$ cat config.mk
export PLATFORM = sky130hd
export DESIGN_NAME = max_pool_3_stream
export DESIGN_NICKNAME = d
export VERILOG_FILES = /design/src/rtl/max_pool_3_stream_pkg.sv /design/src/rtl/max_pool_3_stream_fm_max2.sv /design/src/rtl/max_pool_3_stream.sv
export SDC_FILE = /design/constraint.sdc
export NUM_CORES = 1
export LEC_CHECK = 0
export BUFFER_PORTS_ARGS = -buffer_cell sky130_fd_sc_hd__clkbuf_2
export CORE_UTILIZATION = 55
export CTS_CLUSTER_SIZE = 14
export DETAILED_ROUTE_END_ITERATION = 10
export PLACE_DENSITY = 0.79
export SYNTH_ARGS = -nofsm -noshare
export SYNTH_HDL_FRONTEND = slang
export SYNTH_SLANG_ARGS = --single-unit
$ cat constraint.sdc
create_clock -name clk -period 4.8 [get_ports clk]
set_input_delay 0.48 -clock clk [delete_from_list [all_inputs] [get_ports clk]]
set_output_delay 0.48 -clock clk [all_outputs]
set_load 0.05 [all_outputs]
$ cat src/rtl/max_pool_3_stream_pkg.sv
// Feature-map constants shared by the conv2d_4 and max-pool stages.
package max_pool_3_stream_pkg;

  localparam int unsigned FM_DATA_W   = 35;
  localparam int unsigned FM_WIDTH    = 8;
  localparam int unsigned FM_HEIGHT   = 8;
  localparam int unsigned FM_CHANNELS = 64;

endpackage

$ cat src/rtl/max_pool_3_stream_fm_max2.sv
// Signed two-input maximum; on a tie both inputs are equal so either is returned.
module fm_max2 #(
  parameter int unsigned DATA_W = 35
) (
  input  logic signed [DATA_W-1:0] i_a,
  input  logic signed [DATA_W-1:0] i_b,
  output logic signed [DATA_W-1:0] o_max_c
);

  assign o_max_c = (i_a >= i_b) ? i_a : i_b;

endmodule

$ cat src/rtl/max_pool_3_stream.sv
// Streaming 2x2/stride-2 max pool over channel-major raster feature maps.
// One pair register plus a half-row line buffer; single output register with backpressure.
module max_pool_3_stream
  import max_pool_3_stream_pkg::*;
#(
  parameter int unsigned WIDTH    = FM_WIDTH,
  parameter int unsigned HEIGHT   = FM_HEIGHT,
  parameter int unsigned CHANNELS = FM_CHANNELS,
  parameter int unsigned DATA_W   = FM_DATA_W
) (
  input  logic                         clk,
  input  logic                         rst,
  input  logic                         in_valid,
  output logic                         in_ready,
  input  logic signed [DATA_W-1:0]     in_data,
  output logic                         out_valid,
  input  logic                         out_ready,
  output logic signed [DATA_W-1:0]     out_data,
  output logic [$clog2(CHANNELS)-1:0]  out_ch,
  output logic                         out_last,
  output logic                         frame_done
);

  localparam int unsigned COL_W    = (WIDTH > 1) ? $clog2(WIDTH) : 1;
  localparam int unsigned ROW_W    = (HEIGHT > 1) ? $clog2(HEIGHT) : 1;
  localparam int unsigned CH_W     = $clog2(CHANNELS);
  localparam int unsigned LB_DEPTH = WIDTH / 2;
  localparam int unsigned LB_AW    = (LB_DEPTH > 1) ? $clog2(LB_DEPTH) : 1;

  logic [COL_W-1:0]         r_col;
  logic [ROW_W-1:0]         r_row;
  logic [CH_W-1:0]          r_ch;
  logic signed [DATA_W-1:0] r_pair;
  logic signed [DATA_W-1:0] r_lb [LB_DEPTH];
  logic                     r_out_valid;
  logic signed [DATA_W-1:0] r_out_data;
  logic [CH_W-1:0]          r_out_ch;
  logic                     r_out_last;
  logic                     r_frame_done;

  logic                     w_fire;
  logic                     w_emit;
  logic                     w_last_col;
  logic                     w_last_row;
  logic                     w_last_ch;
  logic [LB_AW-1:0]         w_lb_idx;
  logic signed [DATA_W-1:0] w_hmax;
  logic signed [DATA_W-1:0] w_vmax;

  assign w_last_col = (r_col == COL_W'(WIDTH - 1));
  assign w_last_row = (r_row == ROW_W'(HEIGHT - 1));
  assign w_last_ch  = (r_ch == CH_W'(CHANNELS - 1));
  assign w_emit     = r_row[0] & r_col[0];
  assign w_lb_idx   = LB_AW'(r_col >> 1);

  // Only a result-completing beat can stall, and only when the output slot is blocked.
  assign in_ready   = ~(w_emit & r_out_valid & ~out_ready);
  assign w_fire     = in_valid & in_ready;

  fm_max2 #(.DATA_W(DATA_W)) u_hmax (
    .i_a     (r_pair),
    .i_b     (in_data),
    .o_max_c (w_hmax)
  );

  fm_max2 #(.DATA_W(DATA_W)) u_vmax (
    .i_a     (w_hmax),
    .i_b     (r_lb[w_lb_idx]),
    .o_max_c (w_vmax)
  );

  // Raster counters, pair register and output register.
  always_ff @(posedge clk) begin
    if (rst) begin
      r_col        <= '0;
      r_row        <= '0;
      r_ch         <= '0;
      r_pair       <= '0;
      r_out_valid  <= 1'b0;
      r_out_data   <= '0;
      r_out_ch     <= '0;
      r_out_last   <= 1'b0;
      r_frame_done <= 1'b0;
    end else begin
      if (w_fire) begin
        if (!r_col[0]) begin
          r_pair <= in_data;
        end
        if (w_last_col) begin
          r_col <= '0;
          if (w_last_row) begin
            r_row <= '0;
            r_ch  <= w_last_ch ? '0 : r_ch + CH_W'(1);
          end else begin
            r_row <= r_row + ROW_W'(1);
          end
        end else begin
          r_col <= r_col + COL_W'(1);
        end
      end

      // A new load wins over a same-cycle drain, so back-to-back results have no bubble.
      if (w_fire && w_emit) begin
        r_out_valid <= 1'b1;
        r_out_data  <= w_vmax;
        r_out_ch    <= r_ch;
        r_out_last  <= w_last_col & w_last_row & w_last_ch;
      end else if (out_ready) begin
        r_out_valid <= 1'b0;
      end

      r_frame_done <= r_out_valid & out_ready & r_out_last;
    end
  end

  // Line buffer: each entry is written on an even row before its odd-row read, so no reset.
  always_ff @(posedge clk) begin
    if (w_fire && r_col[0] && !r_row[0]) begin
      r_lb[w_lb_idx] <= w_hmax;
    end
  end

  assign out_valid  = r_out_valid;
  assign out_data   = r_out_data;
  assign out_ch     = r_out_ch;
  assign out_last   = r_out_last;
  assign frame_done = r_frame_done;

endmodule

==> out/summary.txt <==
Core ar.: 19,700 sq um
WL final: 28,700 microns
vias: 8,111
Seq. cell area: 6070 sq um
area of the multi-input gates: 5030 sq um
combinational power share: 18.7%
Max VDD drop: 0.230 mV
Die W: 145 microns
Avg Vias per Cell: 6.13
WP data required: 5.23 ns
WL/cell: 21.7 microns
Sw Pwr: 1320 uW
failing checks: negative setup slack
Final Skew: 0.0137 ns
Residual DRC: 0
Clock transition at path regs: 0.06 ns
CTS Sinks: 233
Async SR Flop Fraction: 0%
port bufs: 83
Synth cell types: 50
clock group share of total power: 38.6%
Max FO, Critical Path: 6
Gate Count Post-Synth: 910
Longest Clk Path Bufs: 3
f_max: 0.207 GHz
Placed Instances: 1,268
share of post-route cells with drive strength above 1: 31.0%
Synth area leaders: edfxtp_1 38%, dfxtp_1 17%, ha_1 8.4%, mux4_2 7.1%, nand2_1 3.8%
Rows: 51
die area: 20,900 sq um
count leader, synth: edfxtp_1
antenna-violating nets left: 0
cts hold-fix bufs: 0
min cycle time layout: 4.83 ns
antenna violations before repair: 0
grt ovf: 0
setup TNS: -0.272 ns
Num CTS Buffers: 24
Routability Congestion: 0.860
sequential group share of total power: 42.7%
Setup violations, final: 16
vias in the first global route: 7,596
GRT Total Usage: 25.8%
Die H: 145 microns
initial core utilization: 56.8%
CP endpoint kind: register
Slew @ Worst Pin: 0.970 ns
HP Class: in -> reg
filler cell count: 1,309
n_diodes: 0
post-synthesis net count: 1,024
Ports: 84
crit-path cells: ha_1 -> nand4_1 -> or3_4 -> buf_4 -> o211ai_1 -> o221ai_4 -> buf_12 -> clkbuf_16 -> mux2_4 -> ha_1 -> and4_1 -> and4_4 -> a31oi_1 -> o211ai_1 -> a211o_4 -> buf_4 -> or4_1 -> o211ai_1
area leader, netlist: edfxtp_1
switching power share of the total: 25.5%
Design Area, Final: 13,700 sq um
dpl cell area: 12,300 sq um
Startpoint Class: register
top cell type's share of synthesized area: 37.6%
register area share after synthesis: 54.3%
largest net degree at the start of global routing: 76
final-report hold violation count: 0
Layout Nets: 1,154
WHS: 0.215 ns
Post-synth EDFFs: 140
area grow syn2layout: 22.9%
Slowest Stage Delay on Critical Path: 0.46 ns
most frequent CP cell: o211ai_1
slowest CP cell: or4_1
Worst EP arrival: 5.26 ns
kind of critical path: reg -> reg
Mapped Area: 11,200 sq um
P_leak: 0.00567 uW
Worst Path Buf+Inv: 4
TritonRoute pass-1 iters: 6
DP HPWL: 17,300 microns
Final WS setup: -0.0346 ns
post-route non-filler standard cell count: 1,323
period utilization: 101%
max-slew violations: 0
clk_lat worst skew: 0.52 ns
Int Pwr: 3870 uW
top_reg_cell synth: edfxtp_1
post-synthesis register bit count: 233
CTS root buffer: clkbuf_16
delay-heaviest family, CP: simple AND/OR/NAND/NOR gates
Commonest cells post-synth: 140 x edfxtp_1, 113 x nand2_1, 93 x dfxtp_1
Final Power: 5190 uW
Power Density: 378 nW/um^2
status: finished, violations left
DRT iter0 DRCs: 876
CTS tree: built
YS warnings: 0
MaxCap Viol Count: 0
Mean Syn Cell Area: 12.3 sq um
first-pass GRT wire length: 40,700 microns
Worst slew margin: 35.4%
CTS HTree Levels: 1
[layout make-up]
cell class	count	area share, %
multi-input combinational	547	36.7
tap	265	2.41
sequential	233	44.2
clock buffer	30	4.84
inverter	77	2.10
timing repair buffer	157	8.35
clock inverter	14	1.39
[cells by family (layout without fill, tap and decap cells)]
family / count (synthesis) / count (layout) / synth area share (%)
buf+inv: 131 / 278 / 4.64
simple gates: 226 / 226 / 10.2
mux: 72 / 72 / 11.5
fa+ha+maj: 75 / 75 / 8.40
compound gates: 168 / 169 / 10.5
xor+xnor: 5 / 5 / 0.392
flops: 233 / 233 / 54.3
[sequential cells by signal, summed over array words and instances (netlist names), 3 cells and up, named ones only]
name	cells
out_ch	6
out_data	35
r_ch	6
r_col	3
r_lb	140
r_pair	35
r_row	3
[metrics by stage]
| stage | utilization [%] | setup WS (ns) |
|---|---|---|
| CTS | 66.9 | 0.00912 |
| detailed placement | 62.5 | -0.369 |
| global route | 69.9 | -0.140 |
| finish | 69.9 | -0.0346 |
| floorplan | - | 0.303 |
| global placement | 62.5 | -0.129 |
[power groups by stage]
stage	registers [uW]	clock network (uW)	logic, uW
CTS	2220	2020	749
detailed placement	2260	0	737
global placement	2260	0	712
global route	2220	2100	1020
floorplan	2250	0	465
finish	2220	2000	968
[cells in the final DEF, fill, tap and decap left out, types with 28 or more instances in the layout]
| cell type | netlist | routed |
|---|---|---|
| dfxtp_1 | 93 | 86 |
| nand3b_1 | 37 | 37 |
| buf_4 | 0 | 61 |
| inv_1 | 77 | 77 |
| clkbuf_16 | 0 | 28 |
| nand2_1 | 113 | 113 |
| mux4_2 | 35 | 35 |
| a21oi_1 | 68 | 66 |
| edfxtp_1 | 140 | 140 |
| clkbuf_2 | 0 | 82 |
| ha_1 | 75 | 67 |
[tightest hold or removal path: stages]
cell	delay, ns
clkbuf_2	0.10
nand2_1	0.05
a21oi_1	0.05
[layer usage]
layer | vias to the layer above | GRT usage (%) | routed length, microns
li1 | 3678 | - | -
met3 | 74 | 3.61 | 2490
met2 | 428 | 41.0 | 13800
met4 | 0 | 8.42 | 791
met5 | - | 0 | 0
met1 | 3931 | 36.6 | 11600
[path summary, 6_finish.rpt]
path | start | endpoint | slack (ns) | cells past startpoint
setup reg to reg | r_pair[18]$_SDFFE_PP0P_ | out_data[6]$_SDFFE_PP0P_ | -0.03 | 18
hold reg to reg | out_ch[1]$_SDFFE_PP0P_ | out_ch[1]$_SDFFE_PP0P_ | 0.46 | 2
hold / removal | in_data[0] | r_pair[0]$_SDFFE_PP0P_ | 0.21 | 3
setup / recovery | r_pair[18]$_SDFFE_PP0P_ | out_data[6]$_SDFFE_PP0P_ | -0.03 | 18
[repair_timing]
item                       4_1_cts  5_1_grt
pin swaps                        0       12
hold endpoints to repair         0        0
gates cloned                     0        4
gates resized for setup          3       65
setup endpoints to repair        5       35
buffers inserted                 0        7
Power figures use the tool's default switching activity.
